`config.mk`:
```
export PLATFORM = sky130hd
export DESIGN_NAME = adc_responder_flat
export DESIGN_NICKNAME = d
export VERILOG_FILES = /design/src/rtl/adc_responder_pkg.sv /design/src/rtl/adc_responder_if.sv /design/src/rtl/adc_wavegen.sv /design/src/rtl/adc_responder.sv /design/src/flat_wrapper.sv
export SDC_FILE = /design/constraint.sdc
export NUM_CORES = 1
export LEC_CHECK = 0
export ABC_AREA = 0
export BUFFER_PORTS_ARGS = -buffer_cell sky130_fd_sc_hd__buf_4
export CORE_MARGIN = 2
export CORE_UTILIZATION = 46
export DETAILED_ROUTE_END_ITERATION = 12
export PLACE_DENSITY = 0.74
export REMOVE_ABC_BUFFERS = 1
export SETUP_SLACK_MARGIN = 0.02
export SLEW_MARGIN = 20
export SYNTH_ARGS = -nofsm -noshare
export SYNTH_HDL_FRONTEND = slang
export SYNTH_HIERARCHICAL = 1
export SYNTH_SLANG_ARGS = --single-unit
```
`constraint.sdc`:
```
create_clock -name clk -period 4.8 [get_ports clk]
set_input_delay 0.48 -clock clk [delete_from_list [all_inputs] [get_ports clk]]
set_output_delay 0.48 -clock clk [all_outputs]
set_load 0.05 [all_outputs]
```
`src/rtl/adc_responder_pkg.sv`:
```
// ---------------------------------------------------------------------------
// adc_responder_pkg
// Shared types and constants for the ADC SPI-slave model:
//   - state_t        : frame sequencer states
//   - CFG_* / CH_*   : config-word layout and waveform channel numbers
//   - convert()      : turns a raw channel sample into the converter result
// ---------------------------------------------------------------------------
`timescale 1ns/1ps

package adc_responder_pkg;

    localparam int CFG_BITS  = 6;
    localparam int DATA_BITS = 12;

    // Config word bit positions: [5] S/D, [4:2] channel, [1] UNI, [0] SLP
    localparam int CFG_SD    = 5;
    localparam int CFG_CH_HI = 4;
    localparam int CFG_CH_LO = 2;
    localparam int CFG_UNI   = 1;
    localparam int CFG_SLP   = 0;

    localparam logic [2:0] CH_RAMP  = 3'd0;
    localparam logic [2:0] CH_TRI   = 3'd1;
    localparam logic [2:0] CH_SQR   = 3'd2;
    localparam logic [2:0] CH_CONST = 3'd3;

    typedef enum logic [1:0] {
        IDLE,
        SHIFT,
        CONVERT
    } state_t;

    // Sleep forces zero; bipolar mode flips the MSB, turning the
    // offset-binary sample into two's complement.
    function automatic logic [DATA_BITS-1:0] convert(
        input logic [CFG_BITS-1:0]  cfg,
        input logic [DATA_BITS-1:0] raw
    );
        logic [DATA_BITS-1:0] result;
        if (cfg[CFG_SLP]) begin
            result = '0;
        end else if (cfg[CFG_UNI]) begin
            result = raw;
        end else begin
            result = raw ^ 12'h800;
        end
        return result;
    endfunction

endpackage

```
`src/rtl/adc_responder_if.sv`:
```
// ---------------------------------------------------------------------------
// adc_responder_if
// The four-wire ADC link between the scope's ADC controller and the
// converter (or this model of it).
//   ADC_CS_N : frame select, active low   (controller -> ADC)
//   ADC_SCLK : serial clock                (controller -> ADC)
//   ADC_DIN  : config bits, MSB first      (controller -> ADC)
//   ADC_DOUT : result bits, MSB first      (ADC -> controller)
// Modports: master = controller side, slave = converter side.
// ---------------------------------------------------------------------------
`timescale 1ns/1ps

interface adc_responder_if;

    logic ADC_CS_N;
    logic ADC_SCLK;
    logic ADC_DIN;
    logic ADC_DOUT;

    modport master (
        output ADC_CS_N,
        output ADC_SCLK,
        output ADC_DIN,
        input  ADC_DOUT
    );

    modport slave (
        input  ADC_CS_N,
        input  ADC_SCLK,
        input  ADC_DIN,
        output ADC_DOUT
    );

endinterface

```
`src/rtl/adc_wavegen.sv`:
```
// ---------------------------------------------------------------------------
// adc_wavegen
// Internal signal source standing in for the analog inputs. A 12-bit phase
// accumulator advances by STEP every DIV clocks; each channel derives its
// waveform from that phase.
//   clk     : system clock
//   reset   : asynchronous, active-low reset
//   channel : channel to sample (0 ramp, 1 triangle, 2 square, 3 const)
//   raw     : 12-bit unsigned sample of the selected channel
// ---------------------------------------------------------------------------
`timescale 1ns/1ps

module adc_wavegen
    import adc_responder_pkg::*;
#(
    parameter int                   DIV       = 50,
    parameter int                   STEP      = 1,
    parameter logic [DATA_BITS-1:0] CONST_VAL = 12'hA5C
) (
    input  logic                 clk,
    input  logic                 reset,
    input  logic [2:0]           channel,
    output logic [DATA_BITS-1:0] raw
);

    // DIV=1 still needs a one-bit counter so the wrap compare stays legal.
    localparam int            DW       = (DIV > 1) ? $clog2(DIV) : 1;
    localparam logic [DW-1:0] DIV_LAST = DW'(DIV - 1);

    logic [DW-1:0]        divcnt;
    logic [DATA_BITS-1:0] phase;
    logic [DATA_BITS-1:0] tri_wave;

    always_ff @(posedge clk or negedge reset) begin
        if (!reset) begin
            divcnt <= '0;
            phase  <= '0;
        end else if (divcnt == DIV_LAST) begin
            divcnt <= '0;
            phase  <= phase + DATA_BITS'(STEP);
        end else begin
            divcnt <= divcnt + DW'(1);
        end
    end

    // Rises over the first half of the phase cycle, then mirrors back down.
    assign tri_wave = phase[DATA_BITS-1] ? ~{phase[DATA_BITS-2:0], 1'b0}
                                         :  {phase[DATA_BITS-2:0], 1'b0};

    always_comb begin
        raw = '0;
        case (channel)
            CH_RAMP:  raw = phase;
            CH_TRI:   raw = tri_wave;
            CH_SQR:   raw = phase[DATA_BITS-1] ? 12'hFFF : 12'h000;
            CH_CONST: raw = CONST_VAL;
            default:  raw = '0;
        endcase
    end

endmodule

```
`src/rtl/adc_responder.sv`:
```
// ---------------------------------------------------------------------------
// adc_responder
// SPI-slave model of the board ADC. Oversamples the controller's pins in the
// system clock domain, shifts in a 6-bit config word while shifting out the
// 12-bit result of the previous conversion, and converts at frame end.
//   clk        : system clock (50 MHz)
//   reset      : asynchronous, active-low reset
//   adc        : ADC link (slave modport)
//   cfg_word   : last committed config word
//   frame_done : one-cycle pulse when a frame ends
//   frame_err  : last frame had fewer than 12 SCLK rising edges
// ---------------------------------------------------------------------------
`timescale 1ns/1ps

module adc_responder
    import adc_responder_pkg::*;
#(
    parameter int                   DIV       = 50,
    parameter int                   STEP      = 1,
    parameter logic [DATA_BITS-1:0] CONST_VAL = 12'hA5C
) (
    input  logic                clk,
    input  logic                reset,
    adc_responder_if.slave      adc,
    output logic [CFG_BITS-1:0] cfg_word,
    output logic                frame_done,
    output logic                frame_err
);

    localparam logic [3:0] CNT_CFG  = 4'(CFG_BITS);
    localparam logic [3:0] CNT_FULL = 4'(DATA_BITS);

    // Index 0 = s1, 1 = s2, 2 = s3 (history)
    logic [2:0] cs_sync;
    logic [2:0] sclk_sync;
    logic [2:0] din_sync;

    logic cs_fall;
    logic cs_rise;
    logic sclk_rise;
    logic sclk_fall;
    logic din_bit;

    state_t state;
    state_t next_state;

    logic load_frame;
    logic take_rise;
    logic take_fall;
    logic commit;

    logic [DATA_BITS-1:0] shift_out;
    logic [DATA_BITS-1:0] result_reg;
    logic [CFG_BITS-1:0]  cfg_shift;
    logic [CFG_BITS-1:0]  eff_cfg;
    logic [3:0]           bitcnt;
    logic                 dout;
    logic [DATA_BITS-1:0] raw;

    // Synchronizers preset to the idle pin levels so that leaving reset
    // never looks like a frame start or a clock edge.
    always_ff @(posedge clk or negedge reset) begin
        if (!reset) begin
            cs_sync   <= 3'b111;
            sclk_sync <= 3'b000;
            din_sync  <= 3'b000;
        end else begin
            cs_sync   <= {cs_sync[1:0],   adc.ADC_CS_N};
            sclk_sync <= {sclk_sync[1:0], adc.ADC_SCLK};
            din_sync  <= {din_sync[1:0],  adc.ADC_DIN};
        end
    end

    assign cs_fall   =  cs_sync[2]   & ~cs_sync[1];
    assign cs_rise   = ~cs_sync[2]   &  cs_sync[1];
    assign sclk_rise = ~sclk_sync[2] &  sclk_sync[1];
    assign sclk_fall =  sclk_sync[2] & ~sclk_sync[1];

    // DIN is taken from its history flop: the level that was settled just
    // before the SCLK rise became visible.
    assign din_bit = din_sync[2];

    // A frame with at least six rising edges carries a full config word;
    // shorter frames keep the previously committed one.
    assign eff_cfg = (bitcnt >= CNT_CFG) ? cfg_shift : cfg_word;

    adc_wavegen #(
        .DIV       (DIV),
        .STEP      (STEP),
        .CONST_VAL (CONST_VAL)
    ) u_wavegen (
        .clk     (clk),
        .reset   (reset),
        .channel (eff_cfg[CFG_CH_HI:CFG_CH_LO]),
        .raw     (raw)
    );

    // State register
    always_ff @(posedge clk or negedge reset) begin
        if (!reset) begin
            state <= IDLE;
        end else begin
            state <= next_state;
        end
    end

    // Next-state logic
    always_comb begin
        next_state = state;
        case (state)
            IDLE:    if (cs_fall) next_state = SHIFT;
            SHIFT:   if (cs_rise) next_state = CONVERT;
            CONVERT: next_state = IDLE;
            default: next_state = IDLE;
        endcase
    end

    // Per-state datapath strobes. CS rise outranks a coincident SCLK edge,
    // so that edge is simply not acted on.
    always_comb begin
        load_frame = 1'b0;
        take_rise  = 1'b0;
        take_fall  = 1'b0;
        commit     = 1'b0;
        frame_done = 1'b0;
        case (state)
            IDLE: begin
                load_frame = cs_fall;
            end
            SHIFT: begin
                take_rise = sclk_rise & ~cs_rise;
                take_fall = sclk_fall & ~cs_rise;
            end
            CONVERT: begin
                commit     = 1'b1;
                frame_done = 1'b1;
            end
            default: ;
        endcase
    end

    // Shift, count and conversion registers. Shifting left fills with zeros,
    // so once all 12 result bits have gone out DOUT naturally reads 0.
    always_ff @(posedge clk or negedge reset) begin
        if (!reset) begin
            shift_out  <= '0;
            result_reg <= '0;
            cfg_shift  <= '0;
            cfg_word   <= '0;
            bitcnt     <= '0;
            dout       <= 1'b0;
            frame_err  <= 1'b0;
        end else begin
            if (load_frame) begin
                shift_out <= result_reg;
                dout      <= result_reg[DATA_BITS-1];
                bitcnt    <= '0;
                frame_err <= 1'b0;
            end
            if (take_rise) begin
                if (bitcnt < CNT_CFG) begin
                    cfg_shift <= {cfg_shift[CFG_BITS-2:0], din_bit};
                end
                if (bitcnt != CNT_FULL) begin
                    bitcnt <= bitcnt + 4'd1;
                end
            end
            if (take_fall) begin
                shift_out <= {shift_out[DATA_BITS-2:0], 1'b0};
                dout      <= shift_out[DATA_BITS-2];
            end
            if (commit) begin
                cfg_word   <= eff_cfg;
                result_reg <= convert(eff_cfg, raw);
                frame_err  <= (bitcnt < CNT_FULL);
                dout       <= 1'b0;
            end
        end
    end

    assign adc.ADC_DOUT = dout;

endmodule

```
`src/flat_wrapper.sv`:
```
// flat-port wrapper written by rule: the top's interface ports become plain ports
module adc_responder_flat import adc_responder_pkg::*;
#(
    parameter int                   DIV       = 50,
    parameter int                   STEP      = 1,
    parameter logic [DATA_BITS-1:0] CONST_VAL = 12'hA5C
)
  (clk, reset, cfg_word, frame_done, frame_err, adc_ADC_CS_N, adc_ADC_SCLK, adc_ADC_DIN, adc_ADC_DOUT);
  adc_responder_if adc_i ();
  input  logic clk;
  input  logic reset;
  output logic [CFG_BITS-1:0] cfg_word;
  output logic frame_done;
  output logic frame_err;
  input wire logic [$bits(adc_i.ADC_CS_N)-1:0] adc_ADC_CS_N;
  input wire logic [$bits(adc_i.ADC_SCLK)-1:0] adc_ADC_SCLK;
  input wire logic [$bits(adc_i.ADC_DIN)-1:0] adc_ADC_DIN;
  output wire logic [$bits(adc_i.ADC_DOUT)-1:0] adc_ADC_DOUT;
  assign adc_i.ADC_CS_N = adc_ADC_CS_N;
  assign adc_i.ADC_SCLK = adc_ADC_SCLK;
  assign adc_i.ADC_DIN = adc_ADC_DIN;
  assign adc_ADC_DOUT = adc_i.ADC_DOUT;
  adc_responder #(.DIV(DIV), .STEP(STEP), .CONST_VAL(CONST_VAL)) u_core (.clk(clk), .reset(reset), .adc(adc_i), .cfg_word(cfg_word), .frame_done(frame_done), .frame_err(frame_err));
endmodule
```
; After elaboration in Yosys (flattened, before gate mapping)
; Cells that the tools add are included.
[totals]
ff_bits = 70
in_bits = 5
output_inout_bits = 9
[op_classes]
add_sub_neg = 3
n_lt_le_gt_ge = 3
eq_ne = 9
n_mux = 24
n_bitwise = 13
n_reduce_logical = 8
[ops]
columns = cell, n
row1 = 12-bit two-way mux, 4
row2 = 12-bit one-hot mux with 4 select lines, 1
row3 = 11-bit two-way mux, 2
row4 = "12-bit by 1-bit adder with 12-bit output, second input constant", 1
row5 = 4-bit two-way mux, 3
row6 = 12-bit NOT, 1
row7 = 1-bit two-way mux, 9
row8 = "6-bit by 1-bit adder with 6-bit output, second input constant", 1
row9 = 1-bit bitwise AND, 6
row10 = "3-bit by 2-bit == test with 1-bit output, second input constant", 2
row11 = "6-bit == test, second input constant", 1
row12 = 6-bit two-way mux, 1
row13 = 1-bit NOT, 6
row14 = 2-bit AND reduction, 3
row15 = 5-bit two-way mux, 1
row16 = "4-bit by 1-bit adder with 4-bit output, second input constant", 1
row17 = "4-bit by 3-bit >= comparator with 1-bit output, second input constant", 1
row18 = "4-bit by 3-bit less-than comparator with 1-bit output, second input constant", 1
row19 = "4-bit less-than comparator, second input constant", 1
row20 = 2-bit two-way mux, 2
row21 = "2-bit by 1-bit inequality test with 1-bit output, second input constant", 2
row22 = "4-bit inequality test, second input constant", 1
row23 = 2-bit one-hot mux with 2 select lines, 1
row24 = 2-bit nonzero test, 2
row25 = 6 further kinds, 6

; Depth between registers and ports, before layout
[logic_depth]
ltp_word = 7
depth_mapped = 12
ltp_nobuf = 11

; Cells and area by module
; The synthesis kept the hierarchy.
[modules_own_cells]
columns = mod, instances, cells_per_inst, area_each_um2, seq_area_each_um2
row1 = adc_responder, 1, 173, 2155.8, 1305.0
row2 = adc_wavegen, 1, 130, 1202.4, 450.4

; Worst setup path after synthesis
; No wires, ideal clock.
[synth_path]
path_kind = reg-to-reg
startpoint = register u_core.bitcnt[0]
endpoint = register u_core.result_reg[11]
setup_ns = 0.122
arrival_time_ns = 2.509
required_ns = 4.678
slack_ns = 2.170
path_stages_with_launch = 13
path_buffers = 2
path_cell_list = dfrtp_1 inv_1 ha_1 o21a_1 nor2_1 mux2_2 buf_2 clkbuf_1 nor2_1 a211oi_1 nor2b_1 o21ai_0 a32o_1
[synth_via]
elab_chain_len = 7
[synth_rtl]
columns = element, line
row1 = "start, declared", adc_responder.sv:56  ; logic [3:0] bitcnt;
row2 = "start signal, assigned", adc_responder.sv:165  ; bitcnt <= bitcnt + 4'd1;
row3 = 4-bit by 3-bit >= comparator with 1-bit output (*), adc_responder.sv:85  ; assign eff_cfg = (bitcnt >= CNT_CFG) ? cfg_shift : cfg_word;
row4 = 5-bit two-way mux (*), adc_responder.sv:85
row5 = named net u_core.eff_cfg[2], adc_responder.sv:55  ; logic [CFG_BITS-1:0] eff_cfg;
row6 = 3-bit by 2-bit == test with 1-bit output (tied with other cells), adc_wavegen.sv:52  ; case (channel)
row7 = 12-bit one-hot mux with 4 select lines (*), adc_wavegen.sv:52
row8 = named net u_core.raw[11], adc_responder.sv:58  ; logic [DATA_BITS-1:0] raw;
row9 = 1-bit NOT (no source line), n/a
row10 = 12-bit two-way mux (*), adc_responder_pkg.sv:42  ; end else if (cfg[CFG_UNI]) begin
row11 = 12-bit two-way mux (*), adc_responder_pkg.sv:40  ; if (cfg[CFG_SLP]) begin
row12 = "end signal, assigned", adc_responder.sv:174  ; result_reg <= convert(eff_cfg, raw);
row13 = "end, declared", adc_responder.sv:53  ; logic [DATA_BITS-1:0] result_reg;
; The timed path passes the listed nets; every way through them passes the cells marked *.
; A chain may end at the register's enable or synchronous reset.

; Worst setup path in the final report
; Same ends and word-level chain as after synthesis.

==> run summary <==
Pre-Repair DR Iteration Count: 4
drt drc: 0
Post-Route WL: 5800 um
Avg Inst Size Synth: 11.1 um2
Ys Warns: 6
synth unique cells: 53
final setup vio count: 0
M2 GR Usage: 25.6%
Synth Instances: 303
Filler cells: 612
vias: 2200
CP peak stage delay: 0.54 ns
TritonCTS clock tree: done
Crit. End Element: flop
Sink Count: 70
critical path buffer and inverter count: 1
number of setup buffers added after CTS: 0
actual slew at the worst max-slew pin: 0.862 ns
Startpoint Class: flop
R2R Setup Slk: 1.78 ns
RSZ-0062 raised after global routing: false
CP Data Required Time: 5.04 ns
Root Buffer: clkbuf_8
number of flops mapped to enable cells by yosys: 0
synth top area cells: dfrtp_1, xnor2_1, nand2_1, a22o_1, mux2_2
deepest clock path buffer count: 2
drt via density: 5.29
Final Hold Vio Count: 0
worst reg2reg endpoint: u_core/result_reg[11]$_DFFE_PN0P_
Crit-path slowest cell: mux2_2
number of diodes: 0
sequential area share after synthesis: 52.3%
layout cell share with drive strength beyond 1: 18.6%
Tmin final: 3.02 ns
Max Slew Vio Count: 0
clock skew: 0.00988 ns
largest area contributor in the netlist: dfrtp_1
Synth Flop Type: dfrtp_1
most common cell in the synthesized netlist: dfrtp_1
CORE AREA: 7180 um2
Die Ht: 89.4 um
leak pwr: 1.70 nW
post_cts resized: 0
initial antenna violation count: 0
PnR worst setup slack: 1.78 ns
reg2reg start: u_core/bitcnt[0]$_DFF_PN0_
first-pass GRT wire length: 10200 um
asr flop ratio synth: 100%
Routed WL per cell: 13.9 um
pwr dens: 375 nW/um2
GR Util met1: 23.7%
Max IR drop VDD: 0.000230 V
cell family with most CP delay: compound AO/OA/AOI/OAI gates
Reg clk slew, reported paths: 0.08 ns
Post-synth top cells: dfrtp_1, nand2_1, xnor2_1
Initial Util: 46.8%
crit-path most repeated cell: o21ai_0
routability cong.: 0.807
DP HPWL: 3940 um
Post-DRT Antenna Nets: 0
hold_buf cts: 0
H-tree depth: 3
Synth Register Bits: 70
1st-iter DRT viols: 105
Die W: 89.4 um
status: finished clean
largest net degree at the start of global routing: 71
Reg2Reg Depth: 11
critical path peak fanout: 26
worst setup path category: flop to flop
CP cell instances: inv_1 > ha_1 > o21a_1 > nor2_1 > mux2_2 > nand3_1 > o21ai_0 > a211oi_1 > nor2b_1 > o21ai_0 > a32o_1
vias in the first global route: 2168
IO Pins: 14
period utilization: 62.9%
share of the synthesized area in the top cell type: 49.9%
final net count: 322
worst path arrival time: 3.26 ns
max_cap viols: 0
Area growth, synth to finish: 11.1%
GRT Util Overall: 16.7%
pre-CTS WS: 1.81 ns
met3 usage: 3.05%
Port-buffer cells: 13
clock latency on the worst-skew pair: 0.34 ns
Rel. slew slack: 41.8%
critical path depth: 11
die area: 8000 um2
Num CTS Buffers: 9
floorplan row count: 31
setup TNS: 0 ns
Hold Path Class: input pin to asynchronous set/reset pin
Netlist Area Pre-Place: 3360 um2
gr busiest metal: met2
GRT overflow: 0
max frequency: 0.331 GHz
Hold WS: 0.240 ns
stage by stage:
step | total power, mW | util [%] | instances | cell area [um2]
final | 1.40 | 52.0 | 416 | 3730
after CTS | 1.42 | 52.0 | 416 | 3730
after floorplan | 0.812 | - | 287 | 3270
after global routing | 1.46 | 52.0 | 416 | 3730
after detailed placement | 0.874 | 48.8 | 400 | 3500
after global placement | 0.867 | 48.8 | 400 | 3500
cells in the final DEF, fill, tap and decap left out, drive strengths merged, types with 3 or more instances in the layout:
master	synthesis	routed
mux2i	3	3
o31ai	4	4
a22o	12	12
mux2	15	15
a21oi	13	13
dfstp	3	3
o21ai	12	12
and3	4	4
nand2	41	41
dfrtp	67	67
a22oi	10	10
clkbuf	5	11
nor2	12	12
nand3	13	13
xnor2	22	22
nor2b	7	7
o211ai	6	6
buf	11	14
ha	5	5
inv	10	10
logic make-up after synthesis:
logic type / synth area share, %
compound gates: 14.4
xor+xnor: 6.26
fa+ha+maj: 1.86
buf+inv: 3.73
flops: 52.3
mux: 6.59
simple gates: 14.9
area by class of cell:
class                           instances  area [um2]  share of cell area (%)
Sequential cell                        70        1760                    47.0
Multi-Input combinational cell        207        1480                    39.6
Clock buffer                           11         151                    4.06
Tap cell                               99         124                    3.32
Timing Repair Buffer                   14         105                    2.82
Clock inverter                          5        81.3                    2.18
Inverter                               10        37.5                    1.01
worst max-delay path by stage:
stage / from / slack [ns] / to
6_report: u_core/bitcnt[0]$_DFF_PN0_ / 1.78 / u_core/result_reg[11]$_DFFE_PN0P_
5_1_grt: u_core/bitcnt[0]$_DFF_PN0_ / 1.55 / u_core/result_reg[11]$_DFFE_PN0P_
4_1_cts: u_core/bitcnt[0]$_DFF_PN0_ / 1.80 / u_core/result_reg[11]$_DFFE_PN0P_
3_5_place_dp: u_core/bitcnt[0]$_DFF_PN0_ / 1.81 / u_core/result_reg[11]$_DFFE_PN0P_
3_3_place_gp: u_core/bitcnt[0]$_DFF_PN0_ / 1.96 / u_core/result_reg[11]$_DFFE_PN0P_
2_1_floorplan: u_core/bitcnt[0]$_DFF_PN0_ / 2.10 / u_core/result_reg[11]$_DFFE_PN0P_
worst reg2reg max path, delay by kind of cell, from the launching register on:
family	cells	cell delay [ns]
fa+ha+maj	1	0.20
mux	1	0.54
compound gates	5	1.06
simple gates	3	0.57
flops	1	0.46
buf+inv	1	0.07
metal layers:
layer,wire (um),part of all wire [%],up-vias
li1,-,-,1084
met5,0,0,-
met3,111,1.9,8
met2,2800,48,16
met1,2800,48,1092
met4,89,1.5,0
power breakdown:
| part | total (mW) | switching [mW] | internal [mW] |
|---|---|---|---|
| Combinational | 0.172 | 0.0965 | 0.0755 |
| Sequential | 0.689 | 0.0506 | 0.639 |
| Clock | 0.538 | 0.217 | 0.321 |
| Total | 1.40 | 0.364 | 1.03 |
No activity file was read; power rests on OpenSTA's default activity.
